$ cat src/rtl/uart_rx.sv
// 8N1 UART receiver with mid-bit sampling through a two-flop synchronizer.
// Define UART_RX_PARITY_EN to add an even-parity bit between data and stop.
module uart_rx #(
   parameter int CLKS_PER_BIT = 5208,
   parameter int CNT_W        = 16
) (
   input  logic       clk,
   input  logic       rst,
   input  logic       rx,
   output logic [7:0] dout,
   output logic       dout_valid,
   output logic       frame_err,
   output logic       parity_err,
   output logic       busy,
   output logic [2:0] dbg_state
);

   typedef enum logic [2:0] {
      IDLE      = 3'd0,
      START     = 3'd1,
      DATA      = 3'd2,
      PARITY    = 3'd3,
      STOP      = 3'd4,
      WAIT_HIGH = 3'd5
   } state_t;

   localparam logic [CNT_W-1:0] HALF_M1 = CNT_W'(CLKS_PER_BIT / 2 - 1);
   localparam logic [CNT_W-1:0] FULL_M1 = CNT_W'(CLKS_PER_BIT - 1);

   state_t           state;
   logic [CNT_W-1:0] cnt;
   logic [2:0]       bit_idx;
   logic [7:0]       shreg;
   logic             rx_q1;
   logic             rx_s;
`ifdef UART_RX_PARITY_EN
   logic             par_bit;
   logic             parity_err_q;
`endif

   always_ff @(posedge clk) begin
      if (rst) begin
         state      <= IDLE;
         cnt        <= '0;
         bit_idx    <= '0;
         shreg      <= '0;
         rx_q1      <= 1'b1;
         rx_s       <= 1'b1;
         dout       <= '0;
         dout_valid <= 1'b0;
         frame_err  <= 1'b0;
`ifdef UART_RX_PARITY_EN
         par_bit      <= 1'b0;
         parity_err_q <= 1'b0;
`endif
      end else begin
         rx_q1      <= rx;
         rx_s       <= rx_q1;
         dout_valid <= 1'b0;
         frame_err  <= 1'b0;
`ifdef UART_RX_PARITY_EN
         parity_err_q <= 1'b0;
`endif
         case (state)
            IDLE: begin
               cnt <= '0;
               if (!rx_s) state <= START;
            end
            // A start bit that is no longer low at its midpoint is a glitch.
            START: begin
               if (cnt == HALF_M1) begin
                  cnt     <= '0;
                  bit_idx <= '0;
                  state   <= rx_s ? IDLE : DATA;
               end else begin
                  cnt <= cnt + 1'b1;
               end
            end
            DATA: begin
               if (cnt == FULL_M1) begin
                  cnt     <= '0;
                  shreg   <= {rx_s, shreg[7:1]};
                  bit_idx <= bit_idx + 3'd1;
                  if (bit_idx == 3'd7) begin
`ifdef UART_RX_PARITY_EN
                     state <= PARITY;
`else
                     state <= STOP;
`endif
                  end
               end else begin
                  cnt <= cnt + 1'b1;
               end
            end
`ifdef UART_RX_PARITY_EN
            PARITY: begin
               if (cnt == FULL_M1) begin
                  cnt     <= '0;
                  par_bit <= rx_s;
                  state   <= STOP;
               end else begin
                  cnt <= cnt + 1'b1;
               end
            end
`endif
            // Leaving at mid stop bit leaves room for a back-to-back start edge.
            STOP: begin
               if (cnt == FULL_M1) begin
                  cnt <= '0;
                  if (rx_s) begin
                     state <= IDLE;
`ifdef UART_RX_PARITY_EN
                     if (^{shreg, par_bit}) begin
                        parity_err_q <= 1'b1;
                     end else begin
                        dout       <= shreg;
                        dout_valid <= 1'b1;
                     end
`else
                     dout       <= shreg;
                     dout_valid <= 1'b1;
`endif
                  end else begin
                     frame_err <= 1'b1;
                     state     <= WAIT_HIGH;
                  end
               end else begin
                  cnt <= cnt + 1'b1;
               end
            end
            WAIT_HIGH: begin
               cnt <= '0;
               if (rx_s) state <= IDLE;
            end
            default: begin
               cnt   <= '0;
               state <= IDLE;
            end
         endcase
      end
   end

`ifdef UART_RX_PARITY_EN
   assign parity_err = parity_err_q;
`else
   assign parity_err = 1'b0;
`endif

   assign busy      = (state != IDLE);
   assign dbg_state = state;

endmodule

$ cat config.mk
export PLATFORM = sky130hd
export DESIGN_NAME = uart_rx
export DESIGN_NICKNAME = d
export VERILOG_FILES = /design/src/rtl/uart_rx.sv
export SDC_FILE = /design/constraint.sdc
export NUM_CORES = 1
export LEC_CHECK = 0
export BUFFER_PORTS_ARGS = -buffer_cell sky130_fd_sc_hd__buf_2
export CORE_MARGIN = 2
export CORE_UTILIZATION = 62
export DETAILED_ROUTE_END_ITERATION = 12
export PLACE_DENSITY = 0.83
export SLEW_MARGIN = 20
export SYNTH_ARGS = -nofsm -noshare
export SYNTH_HDL_FRONTEND = slang
export SYNTH_SLANG_ARGS = --single-unit
$ cat constraint.sdc
create_clock -name clk -period 3.9 [get_ports clk]
set_input_delay 0.78 -clock clk [delete_from_list [all_inputs] [get_ports clk]]
set_output_delay 0.78 -clock clk [all_outputs]
set_load 0.05 [all_outputs]
# After elaboration in Yosys (flattened, before gate mapping)
# Cells that the tools add are included.
[word_totals]
register_bits = 42
in_bits = 3
out_inout_bits = 15
wordCells = 52
[op_classes]
n_addsub = 2
eq_ne = 13
mux = 17
bitwise_logic = 2
reduce_logical = 9
[ops]
columns = ["cell", "n"]
rows = [
  ["16-bit 2-to-1 mux", 2],
  ["16-bit one-hot mux with 2 select lines", 1],
  ["3-bit 2-to-1 mux", 9],
  ["16-bit by 1-bit adder with 16-bit output, second input constant", 1],
  ["16-bit by 12-bit == test with 1-bit output, second input constant", 1],
  ["16-bit by 13-bit == test with 1-bit output, second input constant", 1],
  ["3-bit one-hot mux with 5 select lines", 1],
  ["2-bit inequality test, second input constant", 6],
  ["3-bit == test, second input constant", 3],
  ["3-bit one-hot mux with 2 select lines", 1],
  ["3-bit AND reduction", 2],
  ["6-bit AND reduction", 1],
  ["3-bit by 1-bit adder with 3-bit output, second input constant", 1],
  ["3-bit by 1-bit == test with 1-bit output, second input constant", 1],
  ["3-bit by 2-bit == test with 1-bit output, second input constant", 1],
  ["3-bit zero test", 1],
  ["3-bit nonzero test", 1],
  ["3-bit OR reduction", 1],
  ["1-bit 2-to-1 mux", 2],
  ["2-bit 2-to-1 mux", 1],
  ["1-bit inverter", 2],
  ["2-bit AND reduction", 1],
  ["2-bit nonzero test", 1],
  ["2-bit OR reduction", 1],
]

# Longest topological paths before layout
# Gate-level depths: netlist (run 1).
[logic_depth]
ltp_word = 4
depth_mapped = 6

# Least setup slack after synthesis (run 1)
# OpenSTA, ideal clock, no wires.
[synth_timing]
path_kind = "register to output"
from = "register state[2] (netlist: dbg_state[2])"
to = "output port busy"
arrival_ps = 1325
t_required_ps = 3120
slack_ps = 1795
stages_incl_launch_ff = 3
path_buffers = 1
path_cell_list = "dfxtp_1 > buf_2 > or3_1"
[synth_via]
elab_chain_cells = 1
[synth_lines]
columns = ["element", "line", "text"]
rows = [
  ["from (decl)", "30", "state_t state;"],
  ["from (signal assigned)", "74", "state <= rx_s ? IDLE : DATA;"],
  ["3-bit nonzero test", "149", "assign busy = (state != IDLE);"],
  ["to (decl)", "14", "output logic busy,"],
]
# No other way between the ends.

# Final worst setup path (run 1)
# Ends and elaborated chain as after synthesis.

==> results.md, run 1 <==
* # setup viols final at 0
* Global-route wire length before repair at 6.58 mm
* Via count at ~1700
* Die Y at 60.7 µm
* Internal at between 500 and 600 µW
* Number of H-tree levels at 2
* Psw at about 160 µW
* Max Fclk at 458 MHz
* GRT Overall Usage at a little under a quarter
* Nets at 239
* Die Width at between 60 and 70 µm
* Clock network latency to the later pin of the worst-skew pair at 370 ps
* Post-CTS sizing at 0
* Pleak at 0.000722 µW
* CP arrival at 1400 ps
* Slew margin rel. at roughly 50%
* Number of global-route vias before repair at 1386
* CTS tree: done
* Max stage delay on crit path at around 450 ps
* Worst-path clk slew at between 100 and 150 ps
* Asr flop ratio synth at 0%
* Critical Path Fanout Max at 13
* RSZ-0062 raised after global routing: false
* Worst vdd ir at between 0.2 and 0.25 mV
* Largest net degree at the start of global routing at 42
* Post-Synthesis Net Count at around 230
* DP Wirelength at approximately 2.6 mm
* # hold bufs at CTS at 0
* IO Pins at 18
* Status: finished clean
* Critical Path RT at between 3000 and 4000 ps
* Switch share at 23.1%
* Worst setup path class: flop to output pin
* Final Hold Fails at 0
* Diode count at 0
* Clock Skews at 13.1 ps
* Initial cell density of the core at 65.3%
* Detail Route Antenna Nets at 0
* Die area at 3690 µm²
* Tmin final at approximately 2200 ps
* Total congestion overflow at 0
* CP startpoint kind: flop
* CP max stage cell: dfxtp_1
* Avg Inst Size Synth at 8.82 µm²
* Most frequent cells in the layout: 42 x dfxtp_1, 20 x o21ai_0, 19 x nand3_1, 18 x nor3_1, 18 x a21oi_1
* Port bufs at 16
* Clock Sinks at 42
* 1st-iter DRT viols at 123
* Residual DRC count at 0
* Final wirelength at 3.95 mm
* Layout cells sized above 1 at 16.2%
* Post-Syn Area at roughly 2000 µm²
* Drt wl/cell at 14.2 µm
* Slew @ Worst Pin at 744 ps
* Max Slew Vio Count at 0
* Reg power frac at 63.8%
* Cell area after placement at 2030 µm²
* Clock group share of total power at 34.2%
* Row Count at 20
* Register area share after synthesis at 42.2%
* CTS buffer count at 5
* Max Cap Violations at 0
* TritonRoute pass-1 iters at 4
* Core area at 3050 µm²
* Final Cycle Share at 55.9%
* Post-Synthesis Cells at roughly 230
* CP Capture Type: output pin
* Min-delay worst type: flop to flop
* YS warnings at 0
* PwrDens at 322 nW/µm²
* Gpl congestion at 0.875
* Initial antenna violation count at 0
* Setup Fix Bufs, Post-CTS at 0
* CTS root buffer: clkbuf_4
* Number of synthesized flops with an enable pin at 0
* Setup TNS at 0 ps
* Clk buf depth at 2
* Fill count at 275
* Via/cell ratio at 6.03
* Post-route cell area at 2100 µm²
* Cells along the critical path: or3_1, buf_2
* Synth Flop Type: dfxtp_1
* Most common cell after layout, fill and taps aside: dfxtp_1
* Combinational power share at ~2.1%
* Synth cell types at 44
* FF+latch count, synth at 42
* Layout area overhead at 5.14%
-- Yosys cell counts (4+ instances only) --
master	count	area (µm²)
dfxtp_1	42	841
o21ai_0	20	100
nand3_1	19	95.1
a21oi_1	18	90.1
nor3_1	18	90.1
nand2_1	15	56.3
nor2_1	8	30.0
nand4_1	7	43.8
xnor2_1	7	61.3
clkbuf_1	6	22.5
xor2_1	6	52.6
buf_2	5	25.0
nor4_1	4	25.0
-- final timing paths --
path	from	to	slack, ps	cells past startpoint
worst max-delay path	dbg_state[2]	busy	1720	2
worst min-delay path	rx_q1	rx_s	420	1
worst max register to register	cnt[0]	cnt[14]	1880	5
worst min register to register	rx_q1	rx_s	420	1
-- critical path, delay by kind of cell (launching register included) --
kind,cells,cell delay (ps)
flip-flops,1,450
AND/OR/NAND/NOR,1,380
buffers and inverters,1,210
-- layout make-up --
class,instances,area [µm²],share of cell area [%]
sequential,42,841,40.1
inverter,3,11.3,0.537
clock buffer,6,51.3,2.45
clock inverter,2,12.5,0.597
timing repair buffer,16,80.1,3.82
multi-input combinational,165,1050,49.9
tap,44,55.1,2.63
-- kinds of logic after synthesis --
| group | count (synthesis) | share of synthesized area (%) |
|---|---|---|
| adders and majority gates | 3 | 1.88 |
| muxes | 2 | 1.00 |
| buffers and inverters | 19 | 5.39 |
| DFF | 42 | 42.2 |
| AOI/OAI and AO/OA | 49 | 14.7 |
| xor gates and xnor gates | 13 | 5.71 |
| and+or+nand+nor | 97 | 28.9 |
| other | 1 | 0.188 |
-- sequential cells by signal, summed over array words and instances, names as in the netlist --
name / count
rx_q1: 1
cnt: 16
bit_idx: 3
dbg_state: 3
shreg: 8
frame_err: 1
dout: 8
rx_s: 1
dout_valid: 1
-- power groups by stage --
| stage | registers [µW] | logic, µW | clock network [µW] |
|---|---|---|---|
| 2_1_floorplan | 440 | 12.2 | 0 |
| 3_3_place_gp | 440 | 14.0 | 0 |
| 3_5_place_dp | 440 | 14.0 | 0 |
| 4_1_cts | 431 | 14.1 | 234 |
| 5_1_grt | 431 | 15.6 | 250 |
| 6_report | 431 | 14.0 | 231 |
-- routing by layer --
metal	GRT usage (%)	wire length, µm	vias up
met3	6.40	204	6
met2	35.5	1850	48
met1	32.8	1850	786
met5	0	0	-
li1	-	-	837
met4	9.32	47	0
-- stage by stage --
| step | setup WS, ps | std cells | utilization (%) | power, µW | hold WS (ps) |
|---|---|---|---|---|---|
| 2_1_floorplan | 1790 | 226 | - | 453 | 389 |
| 3_3_place_gp | 1960 | 270 | 66.6 | 454 | 391 |
| 3_5_place_dp | 1920 | 270 | 66.6 | 454 | 393 |
| 4_1_cts | 1720 | 278 | 68.7 | 679 | 424 |
| 5_1_grt | 1650 | 278 | 68.7 | 697 | 445 |
| 6_report | 1720 | 278 | 68.7 | 676 | 422 |
(Power assumes the default switching activity.)
==> run 2: changes to the inputs <==
--- a/config.mk
+++ b/config.mk
@@ -7,9 +7,9 @@
 export LEC_CHECK = 0
 export BUFFER_PORTS_ARGS = -buffer_cell sky130_fd_sc_hd__buf_2
 export CORE_MARGIN = 2
-export CORE_UTILIZATION = 62
+export CORE_UTILIZATION = 52
 export DETAILED_ROUTE_END_ITERATION = 12
-export PLACE_DENSITY = 0.83
+export PLACE_DENSITY = 0.74
 export SLEW_MARGIN = 20
 export SYNTH_ARGS = -nofsm -noshare
 export SYNTH_HDL_FRONTEND = slang
==> constraint.sdc (replaced) <==
create_clock -name clk -period 2 [get_ports clk]
set_input_delay 0.4 -clock clk [delete_from_list [all_inputs] [get_ports clk]]
set_output_delay 0.4 -clock clk [all_outputs]
set_load 0.05 [all_outputs]
==> run 2 against run 1 <==
Compared with the run above:
- total power increased by 110%
- final cell count increased by 4.0%
- die area increased by 18%
- global-route usage decreased by 2.3 points
- via count decreased by 0.83%
- non-clock buffer count increased by 7
- first-iteration DRC count decreased by 11%
- sequential cell count unchanged
==> results.md, run 2 (synthesized netlist as in run 1, its figures left out) <==
* Most frequent cells in the layout: 42 x dfxtp_1, 20 x o21ai_0, 19 x nand3_1, 18 x nor3_1, 18 x a21oi_1
* Final Hold Fails at 0
* Met3 usage at 4.60%
* Worst vdd ir at 0.479 mV
* CP max stage cell: a41oi_1
* RSZ-0062 raised after global routing: false
* Worst hold slack at around 280 ps
* Non-Filler Instances at 289
* Die area at 4350 µm²
* Most common cell after layout, fill and taps aside: dfxtp_1
* Critical Path Fanout Max at 16
* 1st-iter DRT viols at 109
* Final Cycle Share at 89.2%
* Row Count at 22
* Clock Sinks at between 40 and 50
* Critical Path RT at around 2200 ps
* Setup Slack @ Placement at between 200 and 250 ps
* Global-route wire length before repair at ~7 mm
* Global routing met2 resource utilization at 31.6%
* CP startpoint kind: flop
* Worst Reg-to-Reg Cells at 6
* Worst Setup SP: cnt[0]
* Diode count at 0
* Slew @ Worst Pin at 540 ps
* CP arrival at 2010 ps
* Total congestion overflow at 0
* Slew margin rel. at approximately 64%
* IO Pins at 18
* Worst-path clk slew at roughly 80 ps
* Post-layout worst setup margin at 216 ps
* Port bufs at 16
* Top Registers: cnt (16), dout (8), shreg (8)
* Residual DRC count at 0
* Min-delay worst type: input port to flop
* R2R setup slack at 220 ps
* Layout cells sized above 1 at 18.3%
* Met1 Use GR at 29.0%
* Die Width at 65.9 µm
* Pleak at 0.000751 µW
* Clock network latency to the later pin of the worst-skew pair at 300 ps
* PwrDens at around 660 nW/µm²
* Max Fclk at about 560 MHz
* Max FFs per register at 16
* Nets at roughly 250
* Fill count at between 300 and 400
* Setup TNS at 0 ps
* Worst setup path class: flop to flop
* Final wirelength at ~4.2 mm
* DP Wirelength at 2.74 mm
* Layout area overhead at 9.85%
* TritonRoute pass-1 iters at 4
* Via/cell ratio at around 5.8
* Drt wl/cell at 14.5 µm
* Status: finished clean
* Max stage delay on crit path at approximately 340 ps
* Initial antenna violation count at 0
* Tmin final at 1780 ps
* CP Capture Type: flop
* Die Y at 65.9 µm
* Gpl congestion at 0.833
* Clock Skews at 4.64 ps
* Core area at 3660 µm²
* Initial cell density of the core at ~54%
* Number of H-tree levels at 2
* Via count at approximately 1700
* Biggest register: cnt
* Placed insts at 281
* Critical Path End: cnt[1]
* Finished Core Util at between 50% and 60%
* GRT Overall Usage at 21.4%
* Most Crowded Layer GR: met2
* CTS buffer count at 5
* Max Cap Violations at 0
* Number of global-route vias before repair at 1512
* CTS tree: done
* Max Slew Vio Count at 0
* Detail Route Antenna Nets at 0
* # setup viols final at 0
* Worst r2r src: cnt[0]
* Cells along the critical path: ha_1, and4bb_2, a41oi_1, a22oi_2, buf_4, nor3b_1
* Clk buf depth at 2
* Largest net degree at the start of global routing at 30
* CTS root buffer: clkbuf_8
* R2r endpoint: cnt[1]
-- run 2: worst min path at each step --
| stage | start | endpoint | slack [ps] | cells past startpoint |
|---|---|---|---|---|
| detailed placement | rx_q1 | rx_s | 400 | 1 |
| floorplan | rx_q1 | rx_s | 390 | 1 |
| global route | rx | rx_q1 | 290 | 2 |
| CTS | rx | rx_q1 | 280 | 2 |
| finish | rx | rx_q1 | 280 | 2 |
| global placement | rx_q1 | rx_s | 390 | 1 |
-- run 2: power breakdown --
group | switching [µW] | total [µW] | internal, µW
clock network | 288 | 566 | 278
registers | 1.60 | 839 | 837
logic | 24.4 | 31.3 | 6.88
-- run 2: timing repair --
item                                    in CTS  in global routing
buffers inserted                             0                  0
endpoints found under the setup margin       0                  3
hold buffers                                 0                  0
gates resized for setup                      0                  1
-- run 2: layout make-up --
type                    instances  area, µm²  share of cell area [%]
clock buffers                   7       86.3                    3.94
clock inverters                 1       5.00                   0.228
inverters                       3       11.3                   0.514
multi-input cells             165       1050                    48.1
flip-flops and latches         42        841                    38.4
well taps                      48       60.1                    2.74
repair buffers                 23        133                    6.05
-- run 2: through the flow --
stage	total power, µW	cell area [µm²]
floorplan	883	1990
global placement	889	2090
detailed placement	890	2090
CTS	1450	2180
global route	1480	2190
finish	1440	2190
-- run 2: layer usage --
metal,share of wire (%),wire (µm)
met1,50,2080
met2,44,1850
met3,4.0,169
met4,2.2,91
met5,0,0
-- run 2: worst max-delay path: cells and delay by family, from the launching register on --
family                   cells  cell delay, ps
AND/OR/NAND/NOR              2             480
adder cells (fa/ha/maj)      1             260
AO/OA/AOI/OAI                2             430
flip-flops                   1             330
buffers and inverters        1             210
